[config.mk]
export PLATFORM = sky130hd
export DESIGN_NAME = izh_step_sequencer
export DESIGN_NICKNAME = d
export VERILOG_FILES = /design/src/rtl/izh_fixed_pkg.sv /design/src/rtl/izh_step_sequencer.sv
export SDC_FILE = /design/constraint.sdc
export NUM_CORES = 1
export LEC_CHECK = 0
export CELL_PAD_IN_SITES_DETAIL_PLACEMENT = 1
export CELL_PAD_IN_SITES_GLOBAL_PLACEMENT = 2
export CORE_ASPECT_RATIO = 1.1
export CORE_UTILIZATION = 25
export CTS_BUF_LIST = sky130_fd_sc_hd__clkbuf_16
export DETAILED_ROUTE_END_ITERATION = 8
export PLACE_DENSITY = 0.86
export REMOVE_ABC_BUFFERS = 1
export SYNTH_ARGS = -nofsm -noshare
export SYNTH_HDL_FRONTEND = slang
export SYNTH_SLANG_ARGS = --single-unit
[constraint.sdc]
create_clock -name clk -period 5.8 [get_ports clk]
set_clock_uncertainty 0.2 [all_clocks]
set_input_delay 0.87 -clock clk [delete_from_list [all_inputs] [get_ports clk]]
set_output_delay 0.87 -clock clk [all_outputs]
set_load 0.01 [all_outputs]
[src/rtl/izh_fixed_pkg.sv]
// Shared Q9.7 fixed-point constants and the step-sequencer state encoding
// used across the Izhikevich neuron datapath.
package izh_fixed_pkg;

   localparam int Q_W    = 16;
   localparam int Q_FRAC = 7;

   localparam logic [Q_W-1:0] Q_THRESH_30 = 16'h0F00;
   localparam logic [Q_W-1:0] Q_C_DEFAULT = 16'hDF80;  // -65.0
   localparam logic [Q_W-1:0] Q_D_DEFAULT = 16'h0400;  //   8.0

   typedef enum logic [2:0] {
      S_IDLE   = 3'd0,
      S_ISSUE  = 3'd1,
      S_WAIT   = 3'd2,
      S_FINISH = 3'd3,
      S_ERROR  = 3'd4,
      S_DRAIN  = 3'd5
   } seq_state_t;

   function automatic logic [Q_W-1:0] q_add(input logic [Q_W-1:0] a,
                                            input logic [Q_W-1:0] b);
      return a + b;
   endfunction

endpackage

[src/rtl/izh_step_sequencer.sv]
// Drives the RK4 Izhikevich solver one step at a time, applies the
// after-spike reset and emits one registered sample per completed step.
module izh_step_sequencer
   import izh_fixed_pkg::*;
#(
   parameter int TIMEOUT_CYCLES = 64,
   parameter int STEP_W         = 16
) (
   input  logic              clk,
   input  logic              reset,
   input  logic              run,
   input  logic              abort,
   input  logic [STEP_W-1:0] num_steps,
   input  logic [Q_W-1:0]    v_init,
   input  logic [Q_W-1:0]    u_init,
   input  logic [Q_W-1:0]    c_param,
   input  logic [Q_W-1:0]    d_param,
   input  logic [Q_W-1:0]    I_const,
   output logic              solver_start,
   output logic [Q_W-1:0]    solver_v_in,
   output logic [Q_W-1:0]    solver_u_in,
   output logic [Q_W-1:0]    solver_I_in,
   input  logic [Q_W-1:0]    solver_v_out,
   input  logic [Q_W-1:0]    solver_u_out,
   input  logic              solver_spike,
   input  logic              solver_done,
   output logic              sample_valid,
   output logic [Q_W-1:0]    sample_v,
   output logic [Q_W-1:0]    sample_u,
   output logic              sample_spike,
   output logic [STEP_W-1:0] step_count,
   output logic [STEP_W-1:0] spike_count,
   output logic              busy,
   output logic              finished,
   output logic              error
);

   localparam int              WD_W    = $clog2(TIMEOUT_CYCLES + 1);
   localparam logic [WD_W-1:0] WD_LAST = WD_W'(TIMEOUT_CYCLES - 1);

   seq_state_t        state_q, state_d;
   logic [STEP_W-1:0] num_steps_q, num_steps_d;
   logic [Q_W-1:0]    cparam_q, cparam_d;
   logic [Q_W-1:0]    dparam_q, dparam_d;
   logic [Q_W-1:0]    icur_q, icur_d;
   logic [Q_W-1:0]    v_q, v_d;
   logic [Q_W-1:0]    u_q, u_d;
   logic [WD_W-1:0]   wd_q, wd_d;
   logic              sample_valid_q, sample_valid_d;
   logic [Q_W-1:0]    sample_v_q, sample_v_d;
   logic [Q_W-1:0]    sample_u_q, sample_u_d;
   logic              sample_spike_q, sample_spike_d;
   logic [STEP_W-1:0] step_count_q, step_count_d;
   logic [STEP_W-1:0] spike_count_q, spike_count_d;
   logic              busy_q, busy_d;
   logic              finished_q, finished_d;
   logic              error_q, error_d;

   logic              spike_evt;
   logic [STEP_W-1:0] step_next;

   // The solver's threshold compare is unsigned; negative potentials are not spikes.
   assign spike_evt = solver_spike && !solver_v_out[Q_W-1];
   assign step_next = step_count_q + STEP_W'(1);

   always_comb begin
      state_d        = state_q;
      num_steps_d    = num_steps_q;
      cparam_d       = cparam_q;
      dparam_d       = dparam_q;
      icur_d         = icur_q;
      v_d            = v_q;
      u_d            = u_q;
      wd_d           = wd_q;
      sample_valid_d = 1'b0;
      sample_v_d     = sample_v_q;
      sample_u_d     = sample_u_q;
      sample_spike_d = sample_spike_q;
      step_count_d   = step_count_q;
      spike_count_d  = spike_count_q;
      error_d        = error_q;
      finished_d     = 1'b0;

      case (state_q)
         S_IDLE: begin
            if (run) begin
               num_steps_d   = num_steps;
               cparam_d      = c_param;
               dparam_d      = d_param;
               icur_d        = I_const;
               v_d           = v_init;
               u_d           = u_init;
               step_count_d  = '0;
               spike_count_d = '0;
               error_d       = 1'b0;
               state_d       = (num_steps == '0) ? S_FINISH : S_ISSUE;
            end
         end
         S_ISSUE: begin
            wd_d    = '0;
            state_d = abort ? S_IDLE : S_WAIT;
         end
         S_WAIT: begin
            wd_d = wd_q + WD_W'(1);
            if (abort) begin
               // A done in the abort cycle is already consumed, so no drain is needed.
               state_d = solver_done ? S_IDLE : S_DRAIN;
            end else if (solver_done) begin
               if (spike_evt) begin
                  v_d = cparam_q;
                  u_d = q_add(solver_u_out, dparam_q);
                  if (spike_count_q != '1) begin
                     spike_count_d = spike_count_q + STEP_W'(1);
                  end
               end else begin
                  v_d = solver_v_out;
                  u_d = solver_u_out;
               end
               sample_valid_d = 1'b1;
               sample_v_d     = v_d;
               sample_u_d     = u_d;
               sample_spike_d = spike_evt;
               step_count_d   = step_next;
               state_d        = (step_next == num_steps_q) ? S_FINISH : S_ISSUE;
            end else if (wd_q == WD_LAST) begin
               error_d = 1'b1;
               state_d = S_ERROR;
            end
         end
         S_FINISH: begin
            finished_d = !abort;
            state_d    = S_IDLE;
         end
         S_ERROR: begin
            if (abort) begin
               state_d = S_IDLE;
            end
         end
         S_DRAIN: begin
            wd_d = wd_q + WD_W'(1);
            if (solver_done || (wd_q >= WD_LAST)) begin
               state_d = S_IDLE;
            end
         end
         default: state_d = S_IDLE;
      endcase

      // Busy spans the trailing finished pulse, which lands after FINISH is left.
      busy_d = (state_d != S_IDLE) || finished_d;
   end

   always_ff @(posedge clk or posedge reset) begin
      if (reset) begin
         state_q        <= S_IDLE;
         num_steps_q    <= '0;
         cparam_q       <= '0;
         dparam_q       <= '0;
         icur_q         <= '0;
         v_q            <= '0;
         u_q            <= '0;
         wd_q           <= '0;
         sample_valid_q <= 1'b0;
         sample_v_q     <= '0;
         sample_u_q     <= '0;
         sample_spike_q <= 1'b0;
         step_count_q   <= '0;
         spike_count_q  <= '0;
         busy_q         <= 1'b0;
         finished_q     <= 1'b0;
         error_q        <= 1'b0;
      end else begin
         state_q        <= state_d;
         num_steps_q    <= num_steps_d;
         cparam_q       <= cparam_d;
         dparam_q       <= dparam_d;
         icur_q         <= icur_d;
         v_q            <= v_d;
         u_q            <= u_d;
         wd_q           <= wd_d;
         sample_valid_q <= sample_valid_d;
         sample_v_q     <= sample_v_d;
         sample_u_q     <= sample_u_d;
         sample_spike_q <= sample_spike_d;
         step_count_q   <= step_count_d;
         spike_count_q  <= spike_count_d;
         busy_q         <= busy_d;
         finished_q     <= finished_d;
         error_q        <= error_d;
      end
   end

   // An abort in ISSUE suppresses the request so the solver is never left mid-step.
   assign solver_start = (state_q == S_ISSUE) && !abort;
   assign solver_v_in  = v_q;
   assign solver_u_in  = u_q;
   assign solver_I_in  = icur_q;
   assign sample_valid = sample_valid_q;
   assign sample_v     = sample_v_q;
   assign sample_u     = sample_u_q;
   assign sample_spike = sample_spike_q;
   assign step_count   = step_count_q;
   assign spike_count  = spike_count_q;
   assign busy         = busy_q;
   assign finished     = finished_q;
   assign error        = error_q;

endmodule

# Word-level counts from Yosys, hierarchy flattened
# Index checks and enable logic that the tools add are counted.
totals:
  register_bits: 175
  output_inout_bits: 118
  word_cells: 95
op_classes:
  add_sub_neg: 4
  order_cmp: 1
  n_eq_ne: 15
  mux: 40
  bitwise: 1
  n_reduce_logical: 17
op_table:
  columns: ["operator", "n"]
  rows:
  - ["16-bit 2-to-1 mux", 15]
  - ["16-bit case mux with 2 select lines", 4]
  - ["16-bit by 1-bit adder with 16-bit output (second input constant)", 2]
  - ["3-bit 2-to-1 mux", 7]
  - ["16-bit adder", 1]
  - ["16-bit == test", 1]
  - ["16-bit zero test", 1]
  - ["16-bit != test (second input constant)", 1]
  - ["3-bit case mux with 5 select lines", 1]
  - ["2-bit != test (second input constant)", 7]
  - ["7-bit case mux with 2 select lines", 1]
  - ["1-bit 2-to-1 mux", 8]
  - ["7-bit by 1-bit adder with 7-bit output (second input constant)", 1]
  - ["7-bit by 6-bit == test with 1-bit output (second input constant)", 1]
  - ["7-bit by 6-bit >= comparator with 1-bit output (second input constant)", 1]
  - ["3-bit by 2-bit == test with 1-bit output (second input constant)", 2]
  - ["3-bit == test (second input constant)", 2]
  - ["2-bit 2-to-1 mux", 3]
  - ["6-bit AND reduction", 1]
  - ["5-bit AND reduction", 1]
  - ["4-bit AND reduction", 1]
  - ["2-bit nonzero test", 2]
  - ["3-bit by 1-bit == test with 1-bit output (second input constant)", 1]
  - ["3-bit zero test", 1]
  - ["other kinds (9)", 12]

# Logic depth before layout (Yosys ltp)
# Gate-level depths: netlist of run 1.
logic_depth:
  depth_word: 8
  mapped_depth: 10

# Worst setup path after synthesis of run 1
# OpenSTA, ideal clock, no wires.
synth_path:
  path_kind: "input to register"
  from: "input port solver_u_out[0]"
  to: "register u_q[8], in the netlist solver_u_in[8]"
  setup_ns: 0.126
  arrival_time_ns: 2.614
  setup_slack_ns: 2.860
  cell_stages: 10
  n_path_buf: 0
  cell_sequence: "ha_1 -> inv_1 -> fa_1 -> nor2b_1 -> o21a_1 -> o21ai_0 -> a21oi_1 -> xnor2_1 -> a211oi_1 -> a221o_1"
synth_between:
  elab_chain_len: 5
synth_rtl:
  columns: ["item", "line", "source"]
  rows:
  - ["start, declared", "izh_step_sequencer.sv:24", "input logic [Q_W-1:0] solver_u_out,"]
  - ["16-bit adder", "izh_fixed_pkg.sv:23", "return a + b;"]
  - ["16-bit 2-to-1 mux", "izh_step_sequencer.sv:109", "if (spike_evt) begin"]
  - ["16-bit 2-to-1 mux", "izh_step_sequencer.sv:108", "end else if (solver_done) begin"]
  - ["16-bit 2-to-1 mux", "izh_step_sequencer.sv:105", "if (abort) begin"]
  - ["16-bit case mux with 2 select lines", "izh_step_sequencer.sv:84", "case (state_q)"]
  - ["end signal, assigned", "izh_step_sequencer.sv:178", "u_q <= u_d;"]
  - ["end, declared", "izh_step_sequencer.sv:47", "logic [Q_W-1:0] u_q, u_d;"]
# Every way passes these cells. The select of a mux whose other input is x is not followed.
# A chain may end at the register's enable or synchronous reset.

# Worst setup path after layout of run 1
layout_path:
  from: "input port abort"
  to: "output port solver_start"
layout_between:
  elab_chain_len: 2
layout_rtl:
  columns: ["item", "line", "source"]
  rows:
  - ["start, declared", "izh_step_sequencer.sv:12", "input logic abort,"]
  - ["1-bit zero test", "izh_step_sequencer.sv:193", "assign solver_start = (state_q == S_ISSUE) && !abort;"]
  - ["1-bit logical AND", "izh_step_sequencer.sv:193", null]
  - ["end, declared", "izh_step_sequencer.sv:19", "output logic solver_start,"]
# Every way passes these cells.

==> results of run 1 <==
worst max-delay path: cells and delay by family:
family | cells | cell delay, ps
simple gates | 1 | 420
buf+inv | 2 | 1180
layout make-up:
type	count	share of cell area [%]
timing repair buffer	259	21.1
clock inverter	15	1.11
inverter	16	0.532
multi-input combinational	728	33.5
clock buffer	17	3.48
tap	438	4.48
sequential	175	35.8
final timing paths:
path	startpoint	endpoint	cells after the start
worst max-delay path	abort	solver_start	3
max in group asynchronous	reset	sample_v[6]	3
worst min-delay path	sample_v[0]	sample_v[0]	1
worst max register to register	state_q[2]	solver_u_in[7]	8
min in group asynchronous	reset	num_steps_q[12]	2
worst min register to register	sample_v[0]	sample_v[0]	1
per-layer routing:
metal	wire length, µm	vias up
met5	13	-
met4	407	2
met3	1250	24
met2	15300	157
met1	13000	4011
li1	-	3799
registers in the layout, summed over array words and instances (netlist names):
name          cells
busy              1
cparam_q         16
dparam_q         16
error             1
finished          1
num_steps_q      16
sample_spike      1
sample_u         16
sample_v         16
sample_valid      1
solver_I_in      16
solver_u_in      16
solver_v_in      16
spike_count      16
state_q           3
step_count       16
wd_q              7
placed cells by master, fill, tap and decap left out, drive strengths merged, types with 4 or more instances in the layout:
master           n
nand2          278
clkdlybuf4s50  251
dfrtp          175
a21oi           73
o21ai           55
nor2            52
xnor2           27
a21o            26
a221o           24
inv             20
xor2            18
ha              18
clkbuf          17
nor3            17
nand3           17
or3             10
nand4           10
a211oi           9
and3             9
buf              8
clkinv           8
nor4             7
nand2b           6
and2             6
nor2b            6
o31ai            5
a31oi            4
o22ai            4
where the power goes:
| group | total [mW] | internal (mW) | switching (mW) | leakage [nW] |
|---|---|---|---|---|
| clock | 1.15 | 0.597 | 0.553 | 0.270 |
| combinational | 2.35 | 1.13 | 1.21 | 2.91 |
| sequential | 2.00 | 1.68 | 0.326 | 2.23 |
| total | 5.50 | 3.41 | 2.09 | 5.41 |
kinds of logic (layout without fill, tap and decap cells):
kind of cell | Yosys count | count (layout)
compound gates | 229 | 229
xor+xnor | 45 | 45
fa+ha+maj | 19 | 19
buf+inv | 74 | 307
flops | 175 | 175
mux | 5 | 5
simple gates | 430 | 430
==> reports/qor.csv, run 1 <==
stage;metric;value;unit
status;outcome;completed;
place;dp.cells;1616;
logic_synthesis;syn_area;0.00875;mm²
logic_synthesis;synth_xor_area_share;4.50;%
timing;hold_ws;279;ps
grt;overflow;0;
cells_and_area;final_area;0.0122;mm²
logic_synthesis;synthTopCellsByArea;dfrtp_1 50%, nand2_1 12%, a21oi_1 4.2%;
critical_path;path_cells;clkdlybuf4s50_1 > nor3_1 > clkdlybuf4s50_1;
cells_and_area;seqCellArea;0.00438;mm²
logic_synthesis;synth_cells;977;
cts;cts_resized;0;
place;dp_slack;1850;ps
power_and_ir_drop;ir_worst_vdd;0.188;mV
logic_synthesis;synthAdderAreaFrac;2.80;%
grt;grt_use_met3;3.83;%
timing;drv_slew;0;
logic_synthesis;synth_enable_flop_cells;0;
cts;ctsHtreeMaxLevel;4;
cells_and_area;antennaDiodeCount;0;
cells_and_area;fillerInstances;3917;
logic_synthesis;synth_top_family_by_area;simple AND/OR/NAND/NOR gates;
grt;grtUsageMet1;20.5;%
critical_path;cp.arrival;2470;ps
logic_synthesis;post_synth_most_frequent_cells;278 x nand2_1, 175 x dfrtp_1, 73 x a21oi_1, 52 x o21ai_0, 50 x nor2_1;
critical_path;critPathSlowestCell;clkdlybuf4s50_1;
grt;grt_antenna_before_repair;1;
critical_path;crit_top_cell;clkdlybuf4s50_1;
detailed_routing;via_per_inst;4.85;
grt;grt_pass1_wl;47.4;mm
timing;worst_pin_slew;994;ps
place;place.gp.congestion;0.787;
floorplanning;num_rows;71;
timing;rsz0062_at_grt;false;
place;post_dp_cell_area;0.0117;mm²
logic_synthesis;muxShareOfSynthArea;0.600;%
logic_synthesis;ys_seq_area_share;50.0;%
detailed_routing;drc;0;
logic_synthesis;synth_area_leader_cell;dfrtp_1;
critical_path;regToRegSetupSlack;2440;ps
timing;fmax;0.283;GHz
critical_path;crit_fanout;8;
timing;finalSetupTns;0;ps
critical_path;required;4730;ps
cts;clockBufferDepth;2;
cts;worstSkewPairLatency;450;ps
detailed_routing;first_pass_iters;5;
floorplanning;die_w;180;µm
cts;cts_tree;done;
timing;fin_crit;3540;ps
floorplanning;ios;252;
cts;numCtsBuffers;17;
cts;cts_root_buf;clkbuf_16;
power_and_ir_drop;powerDensity;449;mW/mm²
run;maxCapViolCount;0;
detailed_routing;routed_wl;30.1;mm
timing;max_slew_margin;33.7;%
logic_synthesis;synth_compound_area_share;17.0;%
critical_path;cp-start-kind;input port;
logic_synthesis;synth_cell_types;62;
grt;grt_pass1_vias;8558;
logic_synthesis;yosysTopAreaCellShare;50.0;%
critical_path;max_stage_delay;620;ps
critical_path;path_class;input port to output pin;
cells_and_area;multiInputGateArea;0.00410;mm²
cts;postCtsSetupRepairBufs;0;
critical_path;end_kind;output pin;
timing;final.setup.worst_slack;2260;ps
grt;grt.total_usage;17.0;%
floorplanning;coreArea;0.0344;mm²
floorplanning;die_y;198;µm
place;dpl.hpwl;21.2;mm
cts;cts_sinks;175;
detailed_routing;via_count;7993;
place;port_buffers;251;
hold_path;hold_path_class;flop to flop;
grt;grt_util_met2;30.4;%
logic_synthesis;synth_warnings;0;
logic_synthesis;avgSynthCellArea;8.96;µm²
cells_and_area;fin_nets;1350;
detailed_routing;drt-initial-drc-count;372;
logic_synthesis;synth_flop_cell;dfrtp_1;
grt;grt_max_degree;95;
cells_and_area;drive_above_1_share;4.63;%
floorplanning;initial_utilization;25.5;%
cells_and_area;syn_to_final_growth;39.7;%
cells_and_area;final_core_util;35.6;%
detailed_routing;ant_nets;0;
detailed_routing;wl_per_cell;18.2;µm
grt;busiest_layer;met2;
power_and_ir_drop;power;5.50;mW
timing;hold_viol;0;
timing;setup_viol;0;
logic_synthesis;ys_seq_elements;175;
logic_synthesis;synthSimpleGateAreaFrac;21.5;%
logic_synthesis;synthArstFlopShare;100;%
floorplanning;die_area;0.0358;mm²
logic_synthesis;synth_most_common_cell;nand2_1;
power_and_ir_drop;p_leak;5.41;nW
timing;finalCritPeriodShare;60.9;%
cts;path_clk_slew;60;ps
cts;postCtsHoldBufs;0;
cells_and_area;layout.cells.non_filler;1648;
No activity file was read; power rests on OpenSTA's default activity.
==> run 2: changes to the inputs <==
--- a/config.mk
+++ b/config.mk
@@ -8,10 +8,10 @@
 export CELL_PAD_IN_SITES_DETAIL_PLACEMENT = 1
 export CELL_PAD_IN_SITES_GLOBAL_PLACEMENT = 2
 export CORE_ASPECT_RATIO = 1.1
-export CORE_UTILIZATION = 25
+export CORE_UTILIZATION = 28
 export CTS_BUF_LIST = sky130_fd_sc_hd__clkbuf_16
 export DETAILED_ROUTE_END_ITERATION = 8
-export PLACE_DENSITY = 0.86
+export PLACE_DENSITY = 0.9
 export REMOVE_ABC_BUFFERS = 1
 export SYNTH_ARGS = -nofsm -noshare
 export SYNTH_HDL_FRONTEND = slang
==> constraint.sdc (replaced) <==
create_clock -name clk -period 3.6 [get_ports clk]
set_clock_uncertainty 0.2 [all_clocks]
set_input_delay 0.54 -clock clk [delete_from_list [all_inputs] [get_ports clk]]
set_output_delay 0.54 -clock clk [all_outputs]
set_load 0.01 [all_outputs]
==> reports/qor.csv, run 2 (synthesis results as in run 1) <==
stage;metric;value;unit;change
status;outcome;completed;;
power_and_ir_drop;ir_worst_vdd;0.359;mV;+91%
detailed_routing;routed_wl;29.9;mm;-0.41%
timing;fin_crit;3040;ps;
timing;rsz0062_at_grt;false;;
cells_and_area;final_cell_mix;277 x nand2_1, 251 x clkdlybuf4s50_1, 175 x dfrtp_1, 73 x a21oi_1, 52 x o21ai_0;;
cts;clockBufferDepth;2;;unchanged
cells_and_area;syn_to_final_growth;41.7;%;
critical_path;required;3720;ps;-1010 ps
cts;postCtsHoldBufs;0;;unchanged
cells_and_area;fin_nets;1362;;+0.89%
power_and_ir_drop;p_leak;5.53;nW;+2.1%
cts;path_clk_slew;70;ps;about the same
detailed_routing;wl_per_cell;18.3;µm;+0.32%
run;maxCapViolCount;0;;unchanged
hold_path;hold_path_class;flop to flop;;
place;port_buffers;251;;unchanged
timing;worst_pin_slew;838;ps;-156 ps
cts;postCtsSetupRepairBufs;0;;unchanged
timing;hold_viol;0;;unchanged
critical_path;end_kind;flop;;
timing;max_slew_margin;44.1;%;+10 points
floorplanning;die_w;171;µm;-5.4%
critical_path;crit_fanout;8;;unchanged
cts;cts_root_buf;clkbuf_16;;
timing;hold_ws;276;ps;-3.14 ps
grt;overflow;0;;unchanged
detailed_routing;ant_nets;0;;unchanged
floorplanning;initial_utilization;28.6;%;+3.1 points
timing;finalCritPeriodShare;84.3;%;
power_and_ir_drop;powerDensity;739;mW/mm²;+64%
cells_and_area;final_common_cell;nand2_1;;
cts;worstSkewPairLatency;440;ps;about the same
detailed_routing;first_pass_iters;6;;+1
floorplanning;ios;252;;unchanged
grt;grt_max_degree;68;;-28%
place;place.gp.congestion;0.772;;-1.9%
grt;grt_pass1_wl;48.0;mm;+1.2%
cts;cts_tree;done;;
cts;cts_resized;0;;unchanged
floorplanning;die_y;187;µm;-5.5%
cells_and_area;drive_above_1_share;5.41;%;+0.78 points
timing;finalSetupTns;0;ps;unchanged
timing;setup_viol;0;;unchanged
critical_path;path_class;flop to flop;;
floorplanning;coreArea;0.0306;mm²;-11%
detailed_routing;drc;0;;unchanged
grt;grt.total_usage;19.4;%;+2.4 points
cts;numCtsBuffers;17;;unchanged
detailed_routing;drt-initial-drc-count;392;;+5.4%
place;dpl.hpwl;21.2;mm;about the same
floorplanning;die_area;0.0320;mm²;-11%
detailed_routing;via_count;8120;;+1.6%
grt;grt_pass1_vias;8667;;+1.3%
detailed_routing;via_per_inst;4.96;;+2.3%
cts;cts_sinks;175;;unchanged
cts;ctsHtreeMaxLevel;4;;unchanged
grt;grt_antenna_before_repair;1;;unchanged
floorplanning;num_rows;67;;-5.6%
timing;drv_slew;0;;unchanged
timing;fmax;0.329;GHz;
critical_path;cp.arrival;3160;ps;+690 ps
critical_path;cp-start-kind;flop;;
==> run 2: cell count changes in the layout (fill, tap and decap cells not counted) <==
cell	before	now
buf_12	1	5
bufinv_16	1	5
clkinvlp_4	2	1
buf_4	7	15
inv_1	15	16
clkinv_2	1	4
inv_6	5	2
clkinv_4	5	0
diode_2	0	1
==> run 2: critical path, cell delays in order, from the launching register on <==
cell	delay, ps
dfrtp_1	520
ha_1	390
nand3_2	210
nor2_2	250
nand2_1	140
nor3b_1	210
a2111oi_0	80
or4_1	550
o41ai_2	380
==> run 2: metrics by stage <==
step | instance area [µm²] | power, mW | cells | setup slack, ps | utilization (%)
3_5_place_dp | 11800 | 7.18 | 1604 | 178 | 38.5
3_3_place_gp | 11800 | 7.04 | 1604 | 282 | 38.5
6_report | 12400 | 9.17 | 1636 | 565 | 40.6
5_1_grt | 12400 | 9.78 | 1635 | 361 | 40.5
2_1_floorplan | 8500 | 5.22 | 919 | -1890 | -
4_1_cts | 12400 | 9.28 | 1635 | 579 | 40.5
==> run 2: power by group <==
part	internal [mW]	leakage (nW)	switching (mW)	total, mW
sequential	2.70	2.23	0.521	3.23
combinational	1.90	2.98	2.01	3.91
clock	1.22	0.309	0.814	2.03
==> run 2: path summary, 6_finish.rpt <==
kind | start | to | slack (ps) | cells after the start
max | step_count[0] | state_q[1] | 560 | 8
min | sample_v[3] | sample_v[3] | 280 | 1
max reg2reg | step_count[0] | state_q[1] | 560 | 8
min reg2reg | sample_v[3] | sample_v[3] | 280 | 1
max in group asynchronous | reset | cparam_q[1] | 2050 | 3
min in group asynchronous | reset | solver_v_in[5] | 390 | 2
==> run 2: layout make-up <==
type	count	area (µm²)
antenna	1	2.50
clock buffer	17	425
clock inverter	14	198
fill	3510	18200
inverter	16	65.1
multi-input combinational	728	4100
sequential	175	4380
tap	414	518
timing repair buffer	271	2730
==> run 2: per-layer routing <==
metal / up-vias / global-route usage (%) / wire [µm] / share of wire, %
li1: 3827 / - / - / -
met1: 4062 / 23.9 / 12700 / 42
met2: 193 / 33.1 / 15100 / 50
met3: 38 / 4.49 / 1550 / 5.2
met4: 0 / 6.27 / 651 / 2.2
met5: - / 0 / 0 / 0
